File: config.mk
export PLATFORM = sky130hd
export DESIGN_NAME = ysyx_22040125_imem_arbiter_flat
export DESIGN_NICKNAME = d
export VERILOG_FILES = /design/src/rtl/ysyx_22040125_imem_pkg.sv /design/src/rtl/ysyx_22040125_imem_arbiter_if.sv /design/src/rtl/ysyx_22040125_imem_xlate.sv /design/src/rtl/ysyx_22040125_imem_arbiter.sv /design/src/flat_wrapper.sv
export SDC_FILE = /design/constraint.sdc
export NUM_CORES = 1
export LEC_CHECK = 0
export BUFFER_PORTS_ARGS = -buffer_cell sky130_fd_sc_hd__buf_2
export CORE_UTILIZATION = 30
export CTS_CLUSTER_SIZE = 10
export DETAILED_ROUTE_END_ITERATION = 10
export SYNTH_ARGS = -nofsm -noshare
export SYNTH_HDL_FRONTEND = slang
export SYNTH_SLANG_ARGS = --single-unit
File: constraint.sdc
create_clock -name clk -period 7.2 [get_ports clk]
set_clock_uncertainty 0.05 [all_clocks]
set_input_delay 0.72 -clock clk [delete_from_list [all_inputs] [get_ports clk]]
set_output_delay 0.72 -clock clk [all_outputs]
set_load 0.01 [all_outputs]
File: src/rtl/ysyx_22040125_imem_pkg.sv
// Shared types and defaults for the instruction-RAM arbiter slice.
package ysyx_22040125_imem_pkg;

    typedef enum logic [1:0] {
        IDLE,
        WAIT,
        RESP
    } state_e;

    typedef enum logic {
        OWN_IF,
        OWN_LD
    } owner_e;

    localparam int          ADDR_W_DEF = 16;
    localparam logic [63:0] BASE_DEF   = 64'h8000_0000;

endpackage

File: src/rtl/ysyx_22040125_imem_arbiter_if.sv
// Request/response/RAM bundle; slave is the arbiter side, master the fetch/loader/RAM side.
interface ysyx_22040125_imem_arbiter_if #(
    parameter int ADDR_W = 16
);
    logic              if_req_valid;
    logic              if_req_ready;
    logic [63:0]       if_req_pc;
    logic              if_rsp_valid;
    logic              if_rsp_ready;
    logic [31:0]       if_rsp_inst;
    logic [63:0]       if_rsp_pc;
    logic              if_rsp_err;

    logic              ld_req_valid;
    logic              ld_req_ready;
    logic              ld_req_we;
    logic [63:0]       ld_req_addr;
    logic [31:0]       ld_req_wdata;
    logic              ld_rsp_valid;
    logic              ld_rsp_ready;
    logic [31:0]       ld_rsp_rdata;
    logic              ld_rsp_err;

    logic              mem_en;
    logic              mem_we;
    logic [ADDR_W-1:0] mem_addr;
    logic [31:0]       mem_wdata;
    logic [31:0]       mem_rdata;

    modport slave (
        input  if_req_valid, if_req_pc, if_rsp_ready,
        input  ld_req_valid, ld_req_we, ld_req_addr, ld_req_wdata, ld_rsp_ready,
        input  mem_rdata,
        output if_req_ready, if_rsp_valid, if_rsp_inst, if_rsp_pc, if_rsp_err,
        output ld_req_ready, ld_rsp_valid, ld_rsp_rdata, ld_rsp_err,
        output mem_en, mem_we, mem_addr, mem_wdata
    );

    modport master (
        output if_req_valid, if_req_pc, if_rsp_ready,
        output ld_req_valid, ld_req_we, ld_req_addr, ld_req_wdata, ld_rsp_ready,
        output mem_rdata,
        input  if_req_ready, if_rsp_valid, if_rsp_inst, if_rsp_pc, if_rsp_err,
        input  ld_req_ready, ld_rsp_valid, ld_rsp_rdata, ld_rsp_err,
        input  mem_en, mem_we, mem_addr, mem_wdata
    );

endinterface

File: src/rtl/ysyx_22040125_imem_xlate.sv
// Byte address to RAM word index, flagging out-of-window and misaligned addresses.
module ysyx_22040125_imem_xlate
    import ysyx_22040125_imem_pkg::*;
#(
    parameter int          ADDR_W = ADDR_W_DEF,
    parameter logic [63:0] BASE   = BASE_DEF
) (
    input  logic [63:0]       addr,
    output logic [ADDR_W-1:0] idx,
    output logic              err
);
    logic [63:0] off;

    assign off = addr - BASE;
    assign idx = off[ADDR_W+1:2];
    // BASE is word aligned, so the low offset bits are the address alignment bits
    assign err = (addr < BASE) | (|off[63:ADDR_W+2]) | (|off[1:0]);

endmodule

File: src/rtl/ysyx_22040125_imem_arbiter.sv
// Round-robin sharing of the single-port instruction RAM between fetch and loader.
// state | meaning
// IDLE  | grant a requester, issue the RAM command in the accept cycle
// WAIT  | RAM read data arrives, load the owner's response register
// RESP  | hold the owner's response until it is taken
module ysyx_22040125_imem_arbiter
    import ysyx_22040125_imem_pkg::*;
#(
    parameter int          ADDR_W = ADDR_W_DEF,
    parameter logic [63:0] BASE   = BASE_DEF
) (
    input  logic                          clk,
    input  logic                          rst,
    ysyx_22040125_imem_arbiter_if.slave   bus
);
    state_e            state;
    owner_e            last;
    owner_e            owner;
    logic              lat_we;
    logic              lat_err;
    logic [63:0]       lat_pc;

    logic              idle;
    logic              sel_ld;
    logic              hs;
    logic [63:0]       req_addr;
    logic [ADDR_W-1:0] req_idx;
    logic              req_err;
    logic [31:0]       cap_data;

    assign idle   = (state == IDLE) & ~rst;
    // loader wins when alone, or on a tie when fetch had the previous grant
    assign sel_ld = bus.ld_req_valid & (~bus.if_req_valid | (last == OWN_IF));

    assign bus.if_req_ready = idle & bus.if_req_valid & ~sel_ld;
    assign bus.ld_req_ready = idle & sel_ld;

    assign hs       = (bus.if_req_valid & bus.if_req_ready) | (bus.ld_req_valid & bus.ld_req_ready);
    assign req_addr = sel_ld ? bus.ld_req_addr : bus.if_req_pc;

    ysyx_22040125_imem_xlate #(
        .ADDR_W (ADDR_W),
        .BASE   (BASE)
    ) u_xlate (
        .addr (req_addr),
        .idx  (req_idx),
        .err  (req_err)
    );

    assign bus.mem_en    = hs & ~req_err;
    assign bus.mem_we    = hs & sel_ld & bus.ld_req_we;
    assign bus.mem_addr  = hs ? req_idx : '0;
    assign bus.mem_wdata = (hs & sel_ld) ? bus.ld_req_wdata : 32'h0;

    assign cap_data = (lat_we | lat_err) ? 32'h0 : bus.mem_rdata;

    always_ff @(posedge clk) begin
        if (rst) begin
            state            <= IDLE;
            last             <= OWN_LD;
            owner            <= OWN_IF;
            lat_we           <= 1'b0;
            lat_err          <= 1'b0;
            lat_pc           <= 64'h0;
            bus.if_rsp_valid <= 1'b0;
            bus.if_rsp_inst  <= 32'h0;
            bus.if_rsp_pc    <= 64'h0;
            bus.if_rsp_err   <= 1'b0;
            bus.ld_rsp_valid <= 1'b0;
            bus.ld_rsp_rdata <= 32'h0;
            bus.ld_rsp_err   <= 1'b0;
        end else begin
            case (state)
                IDLE: begin
                    if (hs) begin
                        state   <= WAIT;
                        owner   <= sel_ld ? OWN_LD : OWN_IF;
                        last    <= sel_ld ? OWN_LD : OWN_IF;
                        lat_we  <= sel_ld & bus.ld_req_we;
                        lat_err <= req_err;
                        lat_pc  <= bus.if_req_pc;
                    end
                end
                WAIT: begin
                    state <= RESP;
                    if (owner == OWN_IF) begin
                        bus.if_rsp_valid <= 1'b1;
                        bus.if_rsp_inst  <= cap_data;
                        bus.if_rsp_pc    <= lat_pc;
                        bus.if_rsp_err   <= lat_err;
                    end else begin
                        bus.ld_rsp_valid <= 1'b1;
                        bus.ld_rsp_rdata <= cap_data;
                        bus.ld_rsp_err   <= lat_err;
                    end
                end
                RESP: begin
                    if ((owner == OWN_IF) ? bus.if_rsp_ready : bus.ld_rsp_ready) begin
                        bus.if_rsp_valid <= 1'b0;
                        bus.ld_rsp_valid <= 1'b0;
                        state            <= IDLE;
                    end
                end
                default: state <= IDLE;
            endcase
        end
    end

endmodule

File: src/flat_wrapper.sv
// flat-port wrapper written by rule: the top's interface ports become plain ports
module ysyx_22040125_imem_arbiter_flat import ysyx_22040125_imem_pkg::*;
#(
    parameter int          ADDR_W = ADDR_W_DEF,
    parameter logic [63:0] BASE   = BASE_DEF
)
  (clk, rst, bus_if_req_valid, bus_if_req_pc, bus_if_rsp_ready, bus_ld_req_valid, bus_ld_req_we, bus_ld_req_addr, bus_ld_req_wdata, bus_ld_rsp_ready, bus_mem_rdata, bus_if_req_ready, bus_if_rsp_valid, bus_if_rsp_inst, bus_if_rsp_pc, bus_if_rsp_err, bus_ld_req_ready, bus_ld_rsp_valid, bus_ld_rsp_rdata, bus_ld_rsp_err, bus_mem_en, bus_mem_we, bus_mem_addr, bus_mem_wdata);
  ysyx_22040125_imem_arbiter_if #(.ADDR_W(ADDR_W)) bus_i ();
  input  logic clk;
  input  logic rst;
  input wire logic [$bits(bus_i.if_req_valid)-1:0] bus_if_req_valid;
  input wire logic [$bits(bus_i.if_req_pc)-1:0] bus_if_req_pc;
  input wire logic [$bits(bus_i.if_rsp_ready)-1:0] bus_if_rsp_ready;
  input wire logic [$bits(bus_i.ld_req_valid)-1:0] bus_ld_req_valid;
  input wire logic [$bits(bus_i.ld_req_we)-1:0] bus_ld_req_we;
  input wire logic [$bits(bus_i.ld_req_addr)-1:0] bus_ld_req_addr;
  input wire logic [$bits(bus_i.ld_req_wdata)-1:0] bus_ld_req_wdata;
  input wire logic [$bits(bus_i.ld_rsp_ready)-1:0] bus_ld_rsp_ready;
  input wire logic [$bits(bus_i.mem_rdata)-1:0] bus_mem_rdata;
  output wire logic [$bits(bus_i.if_req_ready)-1:0] bus_if_req_ready;
  output wire logic [$bits(bus_i.if_rsp_valid)-1:0] bus_if_rsp_valid;
  output wire logic [$bits(bus_i.if_rsp_inst)-1:0] bus_if_rsp_inst;
  output wire logic [$bits(bus_i.if_rsp_pc)-1:0] bus_if_rsp_pc;
  output wire logic [$bits(bus_i.if_rsp_err)-1:0] bus_if_rsp_err;
  output wire logic [$bits(bus_i.ld_req_ready)-1:0] bus_ld_req_ready;
  output wire logic [$bits(bus_i.ld_rsp_valid)-1:0] bus_ld_rsp_valid;
  output wire logic [$bits(bus_i.ld_rsp_rdata)-1:0] bus_ld_rsp_rdata;
  output wire logic [$bits(bus_i.ld_rsp_err)-1:0] bus_ld_rsp_err;
  output wire logic [$bits(bus_i.mem_en)-1:0] bus_mem_en;
  output wire logic [$bits(bus_i.mem_we)-1:0] bus_mem_we;
  output wire logic [$bits(bus_i.mem_addr)-1:0] bus_mem_addr;
  output wire logic [$bits(bus_i.mem_wdata)-1:0] bus_mem_wdata;
  assign bus_i.if_req_valid = bus_if_req_valid;
  assign bus_i.if_req_pc = bus_if_req_pc;
  assign bus_i.if_rsp_ready = bus_if_rsp_ready;
  assign bus_i.ld_req_valid = bus_ld_req_valid;
  assign bus_i.ld_req_we = bus_ld_req_we;
  assign bus_i.ld_req_addr = bus_ld_req_addr;
  assign bus_i.ld_req_wdata = bus_ld_req_wdata;
  assign bus_i.ld_rsp_ready = bus_ld_rsp_ready;
  assign bus_i.mem_rdata = bus_mem_rdata;
  assign bus_if_req_ready = bus_i.if_req_ready;
  assign bus_if_rsp_valid = bus_i.if_rsp_valid;
  assign bus_if_rsp_inst = bus_i.if_rsp_inst;
  assign bus_if_rsp_pc = bus_i.if_rsp_pc;
  assign bus_if_rsp_err = bus_i.if_rsp_err;
  assign bus_ld_req_ready = bus_i.ld_req_ready;
  assign bus_ld_rsp_valid = bus_i.ld_rsp_valid;
  assign bus_ld_rsp_rdata = bus_i.ld_rsp_rdata;
  assign bus_ld_rsp_err = bus_i.ld_rsp_err;
  assign bus_mem_en = bus_i.mem_en;
  assign bus_mem_we = bus_i.mem_we;
  assign bus_mem_addr = bus_i.mem_addr;
  assign bus_mem_wdata = bus_i.mem_wdata;
  ysyx_22040125_imem_arbiter #(.ADDR_W(ADDR_W), .BASE(BASE)) u_core (.clk(clk), .rst(rst), .bus(bus_i));
endmodule
==> results.cfg, run 1 <==
[setup_path]
critPathSlowestCell = a21boi_4
critPathCaptureType = primary output
critical_path_arrival_ns = 4.09
crit_chain = a21boi_4, buf_4, nand3_1, a222oi_1, o211ai_2, xor2_1, or4_4, a2111oi_4, buf_2
reg2reg_depth = 9
cp-start-kind = register
cp_max_fo = 58
path_class = register to primary output
crit_required_ns = 6.43
worst-path-buf-inv = 2
max_stage_delay_ns = 0.61
critPathTopFamily = compound AO/OA/AOI/OAI gates
cp.depth = 9

[min_path]
hold_depth = 2
hp-class = register to register

[global_routing]
grt_usage = 0.199
use_met3 = 0.0426
grt_pass1_wl_um = 46100
met1_usage = 0.256
grt_pass1_vias = 8415
use_met2 = 0.336
grt_overflow = 0
antenna_found_initial = 1
grt_max_degree = 108
grt-busiest-layer = met2

[sta]
post-route-min-period_ns = 4.86
maxSlewHeadroom = 0.144
finalSetupTns_ns = 0
fmax_mhz = 206
hold_viol = 0
setup_viol = 0
tightest_slew_ns = 1.28
rsz0062_at_grt = no
fin_crit_sh = 0.674
setup_ws_ns = 2.34
slew_viol_final = 0

[final_layout]
nNetsFinal = 1676
num-fill-cells = 2969
seqCellArea_mm2 = 0.00404
multi_input_area_mm2 = 0.00416
area_delta_synth_final_pct = 33.8
drive_gt1_frac = 0.298
antenna_cells = 0

[pwr]
powerDensity_mw_per_mm2 = 247
ir_drop_mv = 0.170
total_power_w = 0.00282
leakagePower_nw = 4.98

[die]
start_util = 0.306
rows = 61
die_w_um = 171
die_area_mm2 = 0.0291
die_y_um = 171
io_pins = 383
core_area_mm2 = 0.0279

[synth]
syn-num-nets = 1348
ys_seq_elements = 202
synthArstFlopShare = 0
synth-edff-count = 0
syn_area_per_cell_um2 = 7.44
ys_types = 51
ys_seq_area_frac = 0.475
synth_warnings = 0
synth_ff_type = dfxtp_1
syn_area_mm2 = 0.00852
syn_inst = 1145

[route]
final_antenna_net_count = 0
post_drt_wl_per_cell_um = 16.1
drc = 0
drt-pass1-iter-count = 5
drtIter0Drc = 540
vias = 9070
wirelength_um = 30000
vias_per_cell = 4.88

[place]
numPortBuffers = 382
dp.final_hpwl_um = 21000
place_congestion = 0.933
place_ws_ns = 2.34

[run_status]
status = finished clean

[clocking]
post_cts_buffers = 0
clock-root-buffer = clkbuf_16
cts_resized = 0
postCtsHoldBufs = 0
insertion_delay_ns = 0.53
numCtsBuffers = 25
clock-sinks = 202
cts_tree = yes
cts_max_level = 1
cts.path.max_buffers = 3
clk_pin_slew_ns = 0.06

[flow_run]
drv_cap = 0
cell type report:
cell class | instances | area share
repair buffers | 391 | 0.174
inverters | 3 | 0.000987
multi-input cells | 850 | 0.365
flip-flops and latches | 202 | 0.355
clock inverters | 4 | 0.00527
well taps | 378 | 0.0415
clock buffers | 31 | 0.0586
cell usage after synthesis, drive strengths merged, types with 2 or more instances:
cell / n / share of area
dfxtp: 202 / 0.47
a21oi: 215 / 0.13
nand3: 74 / 0.043
mux2i: 7 / 0.0082
buf: 10 / 0.0050
nand2b: 4 / 0.0029
ha: 4 / 0.0059
nor4b: 2 / 0.0021
nor3: 32 / 0.019
and3: 33 / 0.024
a2111oi: 3 / 0.0053
xor2: 6 / 0.0062
or4: 2 / 0.0026
nor2: 21 / 0.0095
or2: 4 / 0.0029
clkbuf: 80 / 0.035
a222oi: 2 / 0.0023
xnor2: 4 / 0.0041
o21ai: 5 / 0.0029
nand2: 377 / 0.17
nand4: 5 / 0.0037
o211ai: 5 / 0.0050
o21a: 3 / 0.0026
a31oi: 2 / 0.0015
inv: 3 / 0.0013
a22oi: 4 / 0.0051
nor4: 16 / 0.012
a21boi: 2 / 0.0022
or3: 3 / 0.0028
power breakdown:
| group | internal (W) | switching, W |
|---|---|---|
| Combinational | 0.000151 | 0.000302 |
| Clock | 0.000683 | 0.000468 |
| Sequential | 0.00118 | 0.0000322 |
| Total | 0.00201 | 0.000802 |
worst paths after layout:
path	to	startpoint	slack [ns]
setup reg to reg	u_core.lat_err	u_core.last	3.60
hold reg to reg	u_core.bus.if_rsp_pc[18]	u_core.lat_pc[18]	0.38
setup / recovery	bus_mem_en	u_core.last	2.34
hold / removal	u_core.bus.if_rsp_pc[18]	u_core.lat_pc[18]	0.38
metal layers:
layer | wire (um) | vias up
li1 | - | 4525
met2 | 14100 | 288
met1 | 13300 | 4209
met4 | 606 | 2
met5 | 12 | -
met3 | 2050 | 46
cell usage in the layout (no fill, tap or decap), types with 4 or more instances in the layout:
cell         n
nor3_1      32
mux2i_1      7
nor2_1      19
dfxtp_1    202
nand2_1    377
clkbuf_16   25
nor4_1      16
clkbuf_1     4
xor2_1       6
a21oi_1    215
or2_2        4
o21ai_0      5
nand4_1      5
and3_1      33
ha_1         4
nand3_1     74
xnor2_1      4
buf_2      381
o211ai_1     4
buf_4        9
registers in the layout, indices dropped and copies added (netlist names):
register                 flops
u_core.bus.if_rsp_err        1
u_core.owner                 1
u_core.bus.ld_rsp_err        1
u_core.bus.ld_rsp_valid      1
u_core.lat_pc               64
u_core.lat_err               1
u_core.last                  1
u_core.bus.ld_rsp_rdata     32
u_core.state                 2
u_core.bus.if_rsp_inst      32
u_core.bus.if_rsp_pc        64
u_core.lat_we                1
u_core.bus.if_rsp_valid      1
worst min-delay path, cell delays in order (launching register included):
cell and delay (ns):
dfxtp_1 0.31, nand2_1 0.05, a21oi_1 0.05
logic make-up after synthesis:
| logic type | count (synthesis) | synth area share |
|---|---|---|
| AOI/OAI and AO/OA | 251 | 0.164 |
| adders and majority gates | 4 | 0.00587 |
| muxes | 7 | 0.00822 |
| DFF | 202 | 0.475 |
| buffers and inverters | 93 | 0.0416 |
| xor gates and xnor gates | 10 | 0.0103 |
| and+or+nand+nor | 578 | 0.295 |
through the flow:
step                      cells  hold slack [ns]  cell area, um2   util
after floorplan            1145            0.382            8520      -
after global placement     1824            0.386           10700  0.383
after detailed placement   1824            0.392           10700  0.383
after CTS                  1859            0.372           11400  0.409
after global routing       1859            0.382           11400  0.409
final                      1859            0.382           11400  0.409
Power figures use the tool's default switching activity.
==> run 2, diff against run 1 <==
ABC_AREA = 1   (was unset)
clock period = 4.76 ns   (was 7.2 ns; I/O delays follow)
==> run 2 against run 1 <==
Compared with the run above:
- register-to-register slack got worse by 1.4 ns
- sequential share of layout area decreased by 2.2 points
- die area increased by 9.4%
- synthesized cell count increased by 24%
- cell area increased by 6.5%
- worst hold slack got worse by 0.24 ns
- largest cell class unchanged
- critical endpoint unchanged
- sequential power increased by 83%
- flip-flop and latch count unchanged
- global-route usage decreased by 1.1 points
- first-iteration DRC count increased by 7.0%
==> results.cfg, run 2 <==
[flow_run]
drv_cap = 0

[setup_path]
path_class = register to primary output
cp-start-kind = register
crit_chain = nand2_2, nand2_2, buf_4, clkinv_1, nand2_1, nor2_1, nor2_1, nor2_1, nand2_1, nor2_1, nand3_1, nor2_1, nand3_1, nor2_2, buf_2
critPathCaptureType = primary output
crit_top_cell = nor2_1
critical_path_arrival_ns = 3.05
critPathSlowestCell = clkinv_1
crit_required_ns = 4.23
cp_max_fo = 30
max_stage_delay_ns = 0.62

[place]
place_ws_ns = 1.52
place_congestion = 0.845
dp.final_hpwl_um = 22500
numPortBuffers = 382

[route]
vias_per_cell = 4.63
drt-pass1-iter-count = 5
drtIter0Drc = 578
post_drt_wl_per_cell_um = 14.6
vias = 9968
drc = 0
wirelength_um = 31400
final_antenna_net_count = 0

[synth]
synth_area_leaders = dfxtp_1 43%, nor2_1 13%, nand2_1 12%, o21ai_0 11%, a21oi_1 5.3%
synth_top_area_frac = 0.433
synth_top_cell_by_area = dfxtp_1
synth-edff-count = 0
syn_inst = 1415
syn_area_mm2 = 0.00934
ys_seq_elements = 202
synthMostInstantiatedCell = nor2_1
syn_area_per_cell_um2 = 6.60
synth_ff_type = dfxtp_1
ys_types = 28
syn-num-nets = 1618
synthArstFlopShare = 0
synth_common_cells = 323 x nor2_1, 291 x nand2_1, 202 x dfxtp_1
ys_seq_area_frac = 0.433
synth_warnings = 0

[sta]
tightest_slew_ns = 0.872
rsz0062_at_grt = no
setup_viol = 0
setup_ws_ns = 1.19
fmax_mhz = 280
fin_crit_sh = 0.750
finalSetupTns_ns = 0
slew_viol_final = 0
maxSlewHeadroom = 0.419
hold_viol = 0
post-route-min-period_ns = 3.57

[final_layout]
nNetsFinal = 1951
seqCellArea_mm2 = 0.00404
drive_gt1_frac = 0.257
num-fill-cells = 3325
multi_input_area_mm2 = 0.00449
area_delta_synth_final_pct = 30.1
final_cell_mix = 382 x buf_2, 322 x nor2_1, 290 x nand2_1
reg.largest.list = u_core.bus.if_rsp_pc (64), u_core.lat_pc (64)
layout_commonest_cell = buf_2

[pwr]
p_int_w = 0.00356
total_power_w = 0.00548
powerDensity_mw_per_mm2 = 451
comb_power_share = 0.295
ir_drop_mv = 0.242
p_sw_frac = 0.350
clock_power_share = 0.301
switching_power_w = 0.00192
leakagePower_nw = 6.39
p_seq_frac = 0.404

[run_status]
status = finished clean

[global_routing]
grt_usage = 0.187
grt_overflow = 0
antenna_found_initial = 1
grt_pass1_wl_um = 47400
grt_max_degree = 104
grt_pass1_vias = 9193

[clocking]
clock-sinks = 202
cts_max_level = 1
post_cts_buffers = 0
postCtsHoldBufs = 0
cts_tree = yes
cts_resized = 0
clk_pin_slew_ns = 0.06
clock-root-buffer = clkbuf_16
numCtsBuffers = 25
cts.path.max_buffers = 3
insertion_delay_ns = 0.52

[die]
rows = 64
die_w_um = 178
die_area_mm2 = 0.0318
die_y_um = 178
io_pins = 383
core_area_mm2 = 0.0306
start_util = 0.305

[min_path]
hp-class = input port to register
run 2: worst max-delay path, delay by kind of cell (launching register included):
family | cells | cell delay, ns
buf+inv | 3 | 1.12
simple gates | 12 | 0.99
flops | 1 | 0.41
run 2: through the flow:
stage / area (um2) / util / cells / hold WS, ns
CTS: 12100 / 0.397 / 2152 / 0.123
global placement: 11500 / 0.375 / 2117 / 0.408
global route: 12100 / 0.397 / 2153 / 0.125
detailed placement: 11500 / 0.375 / 2117 / 0.416
finish: 12100 / 0.397 / 2153 / 0.143
floorplan: 9340 / - / 1415 / 0.384
run 2: cells by family (layout without fill, tap and decap cells):
kind of cell / count (synthesis) / count (layout) / synth area share
simple gates: 705 / 705 / 0.309
compound gates: 305 / 305 / 0.165
flops: 202 / 202 / 0.433
buf+inv: 199 / 540 / 0.0876
fa+ha+maj: 4 / 4 / 0.00536
other cells: 0 / 1 / 0
run 2: metal layers:
layer	up-vias	global-route usage	routed length, um
li1	5149	-	-
met1	4482	0.240	14000
met2	294	0.323	15000
met3	43	0.0294	1740
met4	0	0.0519	653
met5	-	0	0
run 2: final timing paths:
path / from / cells after the start / to / slack, ns
max: u_core.last / 15 / bus_mem_en / 1.19
min: rst / 2 / u_core.state[0] / 0.14
max reg2reg: u_core.last / 15 / u_core.lat_err / 2.20
min reg2reg: u_core.bus.if_rsp_pc[1] / 2 / u_core.bus.if_rsp_pc[1] / 0.42
run 2: area by class of cell:
class                      instances  area share
clock buffer                      31      0.0534
inverter                         108      0.0338
tap                              396      0.0408
sequential                       202       0.333
antenna                            1    0.000206
clock inverter                     4     0.00227
timing repair buffer             397       0.167
multi-input combinational       1014       0.370
run 2: power groups by stage:
stage	clock [W]	sequential, W	combinational (W)
2_1_floorplan	0	0.00233	0.000900
3_3_place_gp	0	0.00224	0.00162
5_1_grt	0.00177	0.00226	0.00184
6_report	0.00165	0.00221	0.00161
4_1_cts	0.00170	0.00222	0.00164
3_5_place_dp	0	0.00225	0.00163
==> run 3, diff against run 2 <==
clock period = 3.5 ns   (was 4.76 ns; I/O delays follow)
==> run 3 against run 2 <==
Compared with the run above:
- first-iteration DRC count grew 15%
- sequential power grew 36%
- core utilization is 0.24 points higher
- worst setup slack got worse by 0.89 ns
- cell count hardly changed
- wire length is 0.89% higher
- clock-buffer cell count did not move
- register-to-register slack worse by 1.4 ns
==> results.cfg, run 3 (synthesized netlist as in run 2, its figures left out) <==
[flow_run]
drv_cap = 0

[sta]
fmax_mhz = 312
fin_crit_sh = 0.915
tightest_slew_ns = 1.11
holdWs_ns = 0.0247
setup_viol = 0
rsz0062_at_grt = no
hold_viol = 0
post-route-min-period_ns = 3.20
maxSlewHeadroom = 0.260
setup_ws_ns = 0.297
slew_viol_final = 0
finalSetupTns_ns = 0

[route]
drtIter0Drc = 666
post_drt_wl_per_cell_um = 14.7
vias = 9971
drt-pass1-iter-count = 5
vias_per_cell = 4.63
drc = 0
final_antenna_net_count = 0
wirelength_um = 31600

[die]
die_y_um = 178
die_area_mm2 = 0.0318
rows = 64
core_area_mm2 = 0.0306
io_pins = 383
die_w_um = 178
start_util = 0.305

[clocking]
clock-root-buffer = clkbuf_16
cts.path.max_buffers = 3
insertion_delay_ns = 0.52
numCtsBuffers = 25
cts_tree = yes
clk_pin_slew_ns = 0.06
cts_max_level = 1
clock-sinks = 202
post_cts_buffers = 0

[min_path]
hold_depth = 3
hp-class = input port to register

[setup_path]
crit_chain = nand2_2, buf_6, nand3b_1, nand2_1, nand2_1, nor2_1, nand2_1, nor2_4, nand3_1, nand2_1, nand2_1, nor2_1, nand3b_1, nor2_2, buf_2
cp_max_fo = 46
reg2reg_slack_ns = 0.85
cp-start-kind = register
max_stage_delay_ns = 0.32
crit_top_cell = nand2_1
critPathCaptureType = primary output
reg2reg_depth = 9
critPathSlowestCell = dfxtp_1
critical_path_arrival_ns = 2.80
path_class = register to primary output
crit_required_ns = 3.10

[final_layout]
area_delta_synth_final_pct = 30.8
finalInstanceArea_mm2 = 0.0122
num-fill-cells = 3316
nNetsFinal = 1952
drive_gt1_frac = 0.260
reg.largest.list = u_core.bus.if_rsp_pc (64), u_core.lat_pc (64)
final_cells = 2154
final_cell_mix = 382 x buf_2, 321 x nor2_1, 290 x nand2_1
layout_commonest_cell = buf_2

[global_routing]
antenna_found_initial = 2
grt_usage = 0.190
grt_overflow = 0
grt_pass1_vias = 9265
grt_pass1_wl_um = 48400
grt_max_degree = 124

[pwr]
leakagePower_nw = 6.42
ir_drop_mv = 0.349
powerDensity_mw_per_mm2 = 616

[run_status]
status = finished clean

[place]
dp.final_hpwl_um = 22800
postPlaceCellArea_mm2 = 0.0115
place_congestion = 0.877
dp_cells = 2118
numPortBuffers = 382
place_ws_ns = 0.581
[run 3: what timing repair did]
| item | 4_1_cts | 5_1_grt |
|---|---|---|
| setup endpoints to repair | 0 | 1 |
| hold endpoints to repair | 0 | 0 |
| resized for setup | 0 | 5 |
| hold buffers | 0 | 0 |
[run 3: final timing paths]
path,from,end
worst max-delay path,u_core.last,bus_mem_en
worst min-delay path,bus_if_req_pc[26],u_core.lat_pc[26]
worst min register to register,u_core.bus.if_rsp_pc[6],u_core.bus.if_rsp_pc[6]
worst max register to register,u_core.state[1],u_core.lat_pc[15]
[run 3: per-stage QoR]
step / power (W) / utilization
detailed placement: 0.00529 / 0.375
CTS: 0.00764 / 0.399
global placement: 0.00525 / 0.375
finish: 0.00753 / 0.399
floorplan: 0.00439 / -
global route: 0.00807 / 0.399
[run 3: report_power, final]
group	total [W]	switching [W]	internal [W]
sequential	0.00301	0.000227	0.00279
clock	0.00230	0.000945	0.00136
combinational	0.00221	0.00144	0.000771
[run 3: critical path: cells and delay by family, from the launching register on]
| kind | cells | cell delay, ns |
|---|---|---|
| flops | 1 | 0.32 |
| simple gates | 13 | 1.49 |
| buf+inv | 2 | 0.47 |
[run 3: cell type report]
type                    count  area (um2)  share of cell area
flip-flops and latches    202        4040               0.331
well taps                 396         495              0.0406
diodes                      2        5.00            0.000410
multi-input cells        1014        4490               0.368
inverters                 108         410              0.0336
repair buffers            398        2060               0.169
clock buffers              31         688              0.0563
clock inverters             3        21.3             0.00174
[run 3: per-layer routing]
layer  wire length [um]  global-route usage
met4                500              0.0417
met3               1750              0.0311
met2              15500               0.334
met5                  0                   0
met1              13900               0.242
